===== config.mk =====
export PLATFORM = sky130hd
export DESIGN_NAME = adc_spi_responder_flat
export DESIGN_NICKNAME = d
export VERILOG_FILES = /design/src/rtl/adc_spi_responder_if.sv /design/src/rtl/adc_spi_responder.sv /design/src/flat_wrapper.sv
export SDC_FILE = /design/constraint.sdc
export NUM_CORES = 1
export LEC_CHECK = 0
export CORE_AREA = 2 2 196 150
export CTS_CLUSTER_DIAMETER = 80
export DETAILED_ROUTE_END_ITERATION = 6
export DIE_AREA = 0 0 198 152
export GPL_TIMING_DRIVEN = 0
export PLACE_DENSITY_LB_ADDON = 0.05
export SYNTH_ARGS = -nofsm -noshare
export SYNTH_HDL_FRONTEND = slang
export SYNTH_SLANG_ARGS = --single-unit

===== constraint.sdc =====
create_clock -name clk -period 4.03 [get_ports clk]
set_input_delay 0.6045 -clock clk [delete_from_list [all_inputs] [get_ports clk]]
set_output_delay 0.6045 -clock clk [all_outputs]
set_load 0.005 [all_outputs]

===== src/rtl/adc_spi_responder_if.sv =====
`default_nettype none
// ============================================================================
// Module   : adc_spi_responder_if
// Purpose  : sen/sclk/sdin/sdout link between the ADC controller and responder
// Revision : 1.0 - initial release
// ============================================================================
interface adc_spi_responder_if;
    logic sen;
    logic sclk;
    logic sdin;
    logic sdout;
    logic sdout_oe;

    modport master (output sen, sclk, sdin, input sdout, sdout_oe);
    modport slave  (input sen, sclk, sdin, output sdout, sdout_oe);
endinterface
`default_nettype wire


===== src/rtl/adc_spi_responder.sv =====
`default_nettype none
// ============================================================================
// Module   : adc_spi_responder
// Purpose  : oversampled 24-bit serial register-port responder with local regs
// Revision : 1.0 - initial release
// ============================================================================
module adc_spi_responder #(
    parameter int NUM_REGS    = 16,
    parameter int DATA_W      = 16,
    parameter int SYNC_STAGES = 2
) (
    input  logic                       clk,
    input  logic                       reset,
    adc_spi_responder_if.slave         spi,
    output logic                       busy,
    output logic                       reg_wr_pulse,
    output logic [7:0]                 reg_wr_addr,
    output logic [DATA_W-1:0]          reg_wr_data,
    output logic [NUM_REGS*DATA_W-1:0] regs_flat,
    output logic                       frame_err
);
    localparam int         c_AW       = (NUM_REGS > 1) ? $clog2(NUM_REGS) : 1;
    localparam logic [7:0] c_NUM_REGS = 8'(NUM_REGS);
    localparam logic [3:0] c_CMD_LAST = 4'd7;
    localparam logic [3:0] c_DAT_LAST = 4'(DATA_W - 1);

    typedef enum logic [1:0] {
        S_IDLE = 2'd0,
        S_CMD  = 2'd1,
        S_DATA = 2'd2,
        S_DONE = 2'd3
    } state_t;

    state_t r_state, w_state_nxt;

    logic [SYNC_STAGES-1:0] r_sen_sync, r_sclk_sync, r_sdin_sync, r_sync_vld;
    logic                   r_sclk_d, r_armed;
    logic                   w_sen, w_sclk, w_sdin, w_rise, w_fall;

    logic [3:0]        r_cnt;
    logic [DATA_W-2:0] r_shift;
    logic [7:0]        r_cmd;
    logic [DATA_W-1:0] r_tx;
    logic              r_sdout, r_oe, r_pulse, r_ferr;
    logic [7:0]        r_wr_addr;
    logic [DATA_W-1:0] r_wr_data;
    logic [DATA_W-1:0] r_regs [NUM_REGS];

    logic              w_cmd_done, w_commit, w_abort;
    logic [7:0]        w_cmd_word;
    logic [DATA_W-1:0] w_data_word;
    logic              w_snap_ok, w_wr_ok, w_soft;

    // sen chain resets high so busy stays low; r_armed blocks a frame until sen is really seen high
    always_ff @(posedge clk) begin
        if (reset) begin
            r_sen_sync  <= '1;
            r_sclk_sync <= '0;
            r_sdin_sync <= '0;
            r_sync_vld  <= '0;
            r_sclk_d    <= 1'b0;
            r_armed     <= 1'b0;
        end else begin
            r_sen_sync  <= {r_sen_sync[SYNC_STAGES-2:0], spi.sen};
            r_sclk_sync <= {r_sclk_sync[SYNC_STAGES-2:0], spi.sclk};
            r_sdin_sync <= {r_sdin_sync[SYNC_STAGES-2:0], spi.sdin};
            r_sync_vld  <= {r_sync_vld[SYNC_STAGES-2:0], 1'b1};
            r_sclk_d    <= w_sclk;
            if (r_sync_vld[SYNC_STAGES-1] && w_sen) begin
                r_armed <= 1'b1;
            end
        end
    end

    assign w_sen  = r_sen_sync[SYNC_STAGES-1];
    assign w_sclk = r_sclk_sync[SYNC_STAGES-1];
    assign w_sdin = r_sdin_sync[SYNC_STAGES-1];
    assign w_rise = w_sclk & ~r_sclk_d;
    assign w_fall = ~w_sclk & r_sclk_d;

    assign w_cmd_word  = {r_shift[6:0], w_sdin};
    assign w_data_word = {r_shift, w_sdin};
    assign w_snap_ok   = ({1'b0, w_cmd_word[6:0]} < c_NUM_REGS);
    assign w_wr_ok     = ({1'b0, r_cmd[6:0]} < c_NUM_REGS);
    assign w_soft      = (r_cmd[6:0] == 7'd0) && w_data_word[0];

    always_ff @(posedge clk) begin
        if (reset) begin
            r_state <= S_IDLE;
        end else begin
            r_state <= w_state_nxt;
        end
    end

    // sen high in CMD/DATA is checked first so it beats a coincident final rise
    always_comb begin
        w_state_nxt = r_state;
        w_cmd_done  = 1'b0;
        w_commit    = 1'b0;
        w_abort     = 1'b0;
        case (r_state)
            S_IDLE: begin
                if (r_armed && !w_sen) w_state_nxt = S_CMD;
            end
            S_CMD: begin
                if (w_sen) begin
                    w_abort     = 1'b1;
                    w_state_nxt = S_IDLE;
                end else if (w_rise && r_cnt == c_CMD_LAST) begin
                    w_cmd_done  = 1'b1;
                    w_state_nxt = S_DATA;
                end
            end
            S_DATA: begin
                if (w_sen) begin
                    w_abort     = 1'b1;
                    w_state_nxt = S_IDLE;
                end else if (w_rise && r_cnt == c_DAT_LAST) begin
                    w_commit    = ~r_cmd[7];
                    w_state_nxt = S_DONE;
                end
            end
            S_DONE: begin
                if (w_sen) w_state_nxt = S_IDLE;
            end
            default: w_state_nxt = S_IDLE;
        endcase
    end

    always_ff @(posedge clk) begin
        if (reset) begin
            r_cnt     <= '0;
            r_shift   <= '0;
            r_cmd     <= '0;
            r_tx      <= '0;
            r_sdout   <= 1'b0;
            r_oe      <= 1'b0;
            r_pulse   <= 1'b0;
            r_ferr    <= 1'b0;
            r_wr_addr <= '0;
            r_wr_data <= '0;
            for (int i = 0; i < NUM_REGS; i++) r_regs[i] <= '0;
        end else begin
            r_pulse <= 1'b0;
            r_ferr  <= w_abort;

            if (r_state == S_IDLE) begin
                r_cnt <= '0;
            end else if ((r_state == S_CMD || r_state == S_DATA) && w_rise) begin
                r_cnt   <= w_cmd_done ? 4'd0 : r_cnt + 4'd1;
                r_shift <= {r_shift[DATA_W-3:0], w_sdin};
            end

            if (w_cmd_done) begin
                r_cmd <= w_cmd_word;
                if (w_cmd_word[7]) begin
                    r_tx <= w_snap_ok ? r_regs[w_cmd_word[c_AW-1:0]] : '0;
                end
            end

            if (r_state == S_DATA && r_cmd[7] && !w_sen && w_fall) begin
                r_sdout <= r_tx[DATA_W-1];
                r_tx    <= {r_tx[DATA_W-2:0], 1'b0};
                r_oe    <= 1'b1;
            end

            if (w_state_nxt == S_IDLE) begin
                r_sdout <= 1'b0;
                r_oe    <= 1'b0;
            end

            if (w_commit && w_wr_ok) begin
                r_pulse   <= 1'b1;
                r_wr_addr <= {1'b0, r_cmd[6:0]};
                r_wr_data <= w_data_word;
                if (w_soft) begin
                    for (int i = 0; i < NUM_REGS; i++) r_regs[i] <= '0;
                end else begin
                    r_regs[r_cmd[c_AW-1:0]] <= w_data_word;
                end
            end
        end
    end

    generate
        for (genvar g = 0; g < NUM_REGS; g++) begin : g_flat
            assign regs_flat[g*DATA_W +: DATA_W] = r_regs[g];
        end
    endgenerate

    assign spi.sdout    = r_sdout;
    assign spi.sdout_oe = r_oe;
    assign busy         = ~w_sen;
    assign reg_wr_pulse = r_pulse;
    assign reg_wr_addr  = r_wr_addr;
    assign reg_wr_data  = r_wr_data;
    assign frame_err    = r_ferr;
endmodule
`default_nettype wire


===== src/flat_wrapper.sv =====
// flat-port wrapper written by rule: the top's interface ports become plain ports
module adc_spi_responder_flat 
#(
    parameter int NUM_REGS    = 16,
    parameter int DATA_W      = 16,
    parameter int SYNC_STAGES = 2
)
  (clk, reset, busy, reg_wr_pulse, reg_wr_addr, reg_wr_data, regs_flat, frame_err, spi_sen, spi_sclk, spi_sdin, spi_sdout, spi_sdout_oe);
  adc_spi_responder_if spi_i ();
  input  logic clk;
  input  logic reset;
  output logic busy;
  output logic reg_wr_pulse;
  output logic [7:0] reg_wr_addr;
  output logic [DATA_W-1:0] reg_wr_data;
  output logic [NUM_REGS*DATA_W-1:0] regs_flat;
  output logic frame_err;
  input wire logic [$bits(spi_i.sen)-1:0] spi_sen;
  input wire logic [$bits(spi_i.sclk)-1:0] spi_sclk;
  input wire logic [$bits(spi_i.sdin)-1:0] spi_sdin;
  output wire logic [$bits(spi_i.sdout)-1:0] spi_sdout;
  output wire logic [$bits(spi_i.sdout_oe)-1:0] spi_sdout_oe;
  assign spi_i.sen = spi_sen;
  assign spi_i.sclk = spi_sclk;
  assign spi_i.sdin = spi_sdin;
  assign spi_sdout = spi_i.sdout;
  assign spi_sdout_oe = spi_i.sdout_oe;
  adc_spi_responder #(.NUM_REGS(NUM_REGS), .DATA_W(DATA_W), .SYNC_STAGES(SYNC_STAGES)) u_core (.clk(clk), .reset(reset), .spi(spi_i), .busy(busy), .reg_wr_pulse(reg_wr_pulse), .reg_wr_addr(reg_wr_addr), .reg_wr_data(reg_wr_data), .regs_flat(regs_flat), .frame_err(frame_err));
endmodule

Yosys cells after proc, flatten, opt, wreduce, memory -nomap -nowiden
Memory sizes are Yosys's and may differ from the RTL's.
Index checks and enable logic that the tools add are counted.
{"block": "totals", "regBits": 82, "mem_bits_rw": 256, "in_bits": 5, "output_inout_bits": 285, "word_cells": 128, "n_memories": 1}
{"block": "classes", "n_addsub": 1, "n_lt_le_gt_ge": 2, "n_eq_ne": 5, "mux": 50, "bitwise_logic": 24, "reduce_logical": 26}
{"memory": "u_core.r_regs", "depth": 16, "word_bits": 16, "read_ports": 17, "rd_ports_with_merged_regs": 0, "write_ports": 16, "line_no": "adc_spi_responder.sv:47", "text": "logic [DATA_W-1:0] r_regs [NUM_REGS];"}
{"op": "$mux 16", "n": 21}
{"op": "$mux 1", "n": 20}
{"op": "$or 1x1->1", "n": 16}
{"op": "$reduce_or 16->1", "n": 1}
{"op": "$lt 7x5->1 const B", "n": 2}
{"op": "$mux 2", "n": 6}
{"op": "$logic_and 1x1->1", "n": 10}
{"op": "$reduce_or 2->1", "n": 5}
{"op": "$mux 4", "n": 2}
{"op": "$pmux 2 s4", "n": 1}
{"op": "$logic_not 7->1", "n": 1}
{"op": "$not 1->1", "n": 6}
{"op": "$reduce_and 2->1", "n": 3}
{"op": "$add 4x1->4 const B", "n": 1}
{"op": "$eq 2x2->1 const B", "n": 2}
{"op": "$eq 4x3->1 const B", "n": 1}
{"op": "$eq 4x4->1 const B", "n": 1}
{"op": "$logic_not 2->1", "n": 2}
{"op": "$reduce_bool 2->1", "n": 2}
{"op": "$and 1x1->1", "n": 2}
{"op": "$eq 2x1->1 const B", "n": 1}
{"op": "$logic_not 1->1", "n": 1}
{"op": "$logic_or 1x1->1", "n": 1}

Depth between registers and ports, before layout
{"block": "logic_depth", "depth_word": 12, "depth_mapped": 9, "ltp_nobuf": 6}

Least setup slack after synthesis
No wires, ideal clock.
{"block": "synth_path", "kind": "register to register", "from": "register u_core.r_cnt[0]", "to": "memory u_core.r_regs[10][0], enable pin", "setup_ps": 411, "arrival_time_ps": 2559, "required_ps": 3619, "setup_slack_ps": 1060, "stages_incl_launch_ff": 7, "n_path_buf": 1, "synth_period_minus_slack_ps": 2970, "path_cell_list": "dfxtp_1 ha_1 and4b_1 and4_1 buf_4 nand4_1 o21ai_0"}
{"element": "start, declared", "line_no": "adc_spi_responder.sv:40", "text": "logic [3:0] r_cnt;"}
{"element": "start signal, assigned", "line_no": "adc_spi_responder.sv:150", "text": "r_cnt <= w_cmd_done ? 4'd0 : r_cnt + 4'd1;"}
{"element": "end, declared", "line_no": "adc_spi_responder.sv:47"}

==> summary.txt <==
Core ar.: 28,400 um^2
Vias/cell: 5.95
Initial core utilization: 50.7%
WL final: 48,500 um
Worst slew pin tran: 1000 ps
HPWL after detailed placement: 35,700 um
Die width: 198 um
Non-Filler Instances: 1,878
Top routing layer in use: met4
Post-CTS setup buffers: 0
Clk_lat worst skew: 520 ps
Routed len/inst: 25.8 um
CTS tree: built
Critical Path Start Type: register
Met1 wire length: 19,200 um
Synth area leaders: edfxtp_1 (53%), dfxtp_1 (11%), mux4_2 (10%)
Port bufs: 288
Hold Violations, Final: 0
Setup crit end kind: register
Setup TNS: 0 ps
DR WL met3: 6350 um
CTS resizes: 0
Number of diodes: 0
PnR worst setup slack: 722 ps
Hold_ws: 424 ps
Leak Pwr: 6.28 nW
NumNets Final: 1,470
Pre-CTS setup slack: 402 ps
Req. time, crit path: 4300 ps
Minimum clock period: 3310 ps
WL met2: 21,700 um
Post-route ant nets: 0
Cell Count Post-Placement: 1,815
Deepest clock path buffer count: 3
Overall global routing resource usage: 32.2%
I/O Pins: 290
RSZ-0062 raised after global routing: no
CTS clk-pin slew, worst paths: 60 ps
Die area: 30,100 um^2
Synth async-reset ratio: 0%
TritonCTS buffer count: 35
Largest net degree at the start of global routing: 16
First-pass GRT wire length: 70,200 um
Max-cap violations: 0
Placer congestion estimate: 0.938
Min-delay worst type: register to register
Post-synthesis cell type count: 50
Mapped Area: 14,400 um^2
Crit path max fanout: 10
Yosys Warn Count: 0
Worst path max stage delay: 690 ps
Max VDD drop: 266 uV
Relative slew slack: 33.3%
Count of pins over their slew limit: 0
Total grt overflow: 0
Fraction of final layout cells sized beyond drive strength 1: 14.0%
Filler cell count: 2,098
P&R area growth vs syn: 33.3%
Final Cycle Share: 82.1%
Seq/Total Area, Yosys: 64.7%
H-tree depth: 2
PwrDens: 397 nW/um^2
Post-CTS Hold Buffers: 0
Crit Path Category: register to register
Post-synthesis sequential element count: 338
DRC Markers: 0
CP arrival: 3580 ps
Share of the synthesized area in the top cell type: 53.3%
Clock sinks: 338
Fmax: 302 MHz
Avg Inst Size Synth: 12.9 um^2
Vias in the first global route: 10,800
Die span in y: 152 um
Multi-input logic area: 4740 um^2
Setup violators final: 0
Row count: 54
Synth Flop Type: edfxtp_1
Status: complete, no violations
Storage cell area: 9330 um^2
Root buffer cell: clkbuf_16
Initial antenna violation count: 0
Vias: 11,200
Worst Skew: 12.4 ps
Post-synth EDFFs: 256
Mapped Cells: 1,118
Yosys top cell by area: edfxtp_1
DR iter-0 viols: 1,402
Final Power: 0.00764 W
First-pass iteration count of the detailed router: 5
Crit-path slowest cell: a21oi_1
Crit-path cells: inv_1, ha_1, and2_1, and4_1, a21oi_1, clkbuf_1, o21ai_2, buf_8
power breakdown:
group	internal (W)	switching, W	total [W]
Clock	0.00185	0.00138	0.00323
Combinational	0.000272	0.000221	0.000493
Sequential	0.00384	0.0000774	0.00392
worst paths after layout:
| kind | from | end | slack [ps] | cells after the start |
|---|---|---|---|---|
| hold / removal | u_core.r_sen_sync[0] | u_core.r_sen_sync[1] | 420 | 1 |
| setup / recovery | u_core.r_state[0] | u_core.r_regs[14][4] | 720 | 8 |
| hold reg to reg | u_core.r_sen_sync[0] | u_core.r_sen_sync[1] | 420 | 1 |
| setup reg to reg | u_core.r_state[0] | u_core.r_regs[14][4] | 720 | 8 |
worst max-delay path, delay by kind of cell, from the launching register on:
family | cells | cell delay [ps]
AOI/OAI and AO/OA | 2 | 1070
buffers and inverters | 3 | 900
and+or+nand+nor | 2 | 440
DFF | 1 | 400
adders and majority gates | 1 | 240
cell type report:
class	instances	area share, %
Tap cell	392	2.55
Clock inverter	21	0.911
Inverter	6	0.117
Clock buffer	42	5.01
Buffer	85	2.06
Multi-Input combinational cell	690	24.7
Sequential cell	338	48.5
Timing Repair Buffer	304	16.2
cell usage after synthesis, types with 18 or more instances:
cell,n
edfxtp_1,256
a21oi_1,41
nand3_1,21
nand2_1,105
mux2i_1,39
mux4_2,64
nor2_1,272
buf_2,25
dfxtp_1,82
o21ai_0,18
clkbuf_1,46
cells by family (layout without fill, tap and decap cells):
logic type / count (synthesis) / in the layout / share of synthesized area [%]
xor+xnor: 1 / 1 / 0.0607
flops: 338 / 338 / 64.7
compound gates: 98 / 98 / 4.13
mux: 118 / 118 / 13.9
fa+ha+maj: 5 / 5 / 0.434
simple gates: 466 / 466 / 13.9
other cells: 1 / 2 / 0.0260
buf+inv: 91 / 458 / 2.91
flip-flops by register name (all words and copies together), names as in the netlist, 2 cells and up:
name,flops
u_core.r_cmd,8
u_core.r_cnt,4
u_core.r_regs,256
u_core.r_sclk_sync,2
u_core.r_sdin_sync,2
u_core.r_sen_sync,2
u_core.r_shift,15
u_core.r_state,2
u_core.r_sync_vld,2
u_core.r_tx,16
u_core.reg_wr_addr,7
u_core.reg_wr_data,16
metal layers:
metal,track usage (%),vias up
li1,-,4743
met1,47.2,5596
met2,48.0,735
met3,8.57,97
met4,8.59,0
met5,0,-
through the flow:
| step | area [um^2] | utilization, % |
|---|---|---|
| after floorplan | 14400 | - |
| after global placement | 17800 | 62.6 |
| after detailed placement | 18100 | 63.6 |
| after CTS | 19200 | 67.6 |
| after global routing | 19200 | 67.6 |
| final | 19200 | 67.6 |
cell usage in the layout, fill, tap and decap left out, drive strengths merged, types with 22 or more instances in the layout:
| master | netlist | layout |
|---|---|---|
| a21oi | 41 | 41 |
| mux4 | 64 | 64 |
| nand3 | 22 | 22 |
| dfxtp | 82 | 82 |
| clkbuf | 47 | 89 |
| mux2i | 39 | 39 |
| nor2 | 272 | 272 |
| buf | 38 | 54 |
| clkdlybuf4s50 | 0 | 288 |
| nand2 | 106 | 106 |
| edfxtp | 256 | 256 |
No activity file was read; power rests on OpenSTA's default activity.
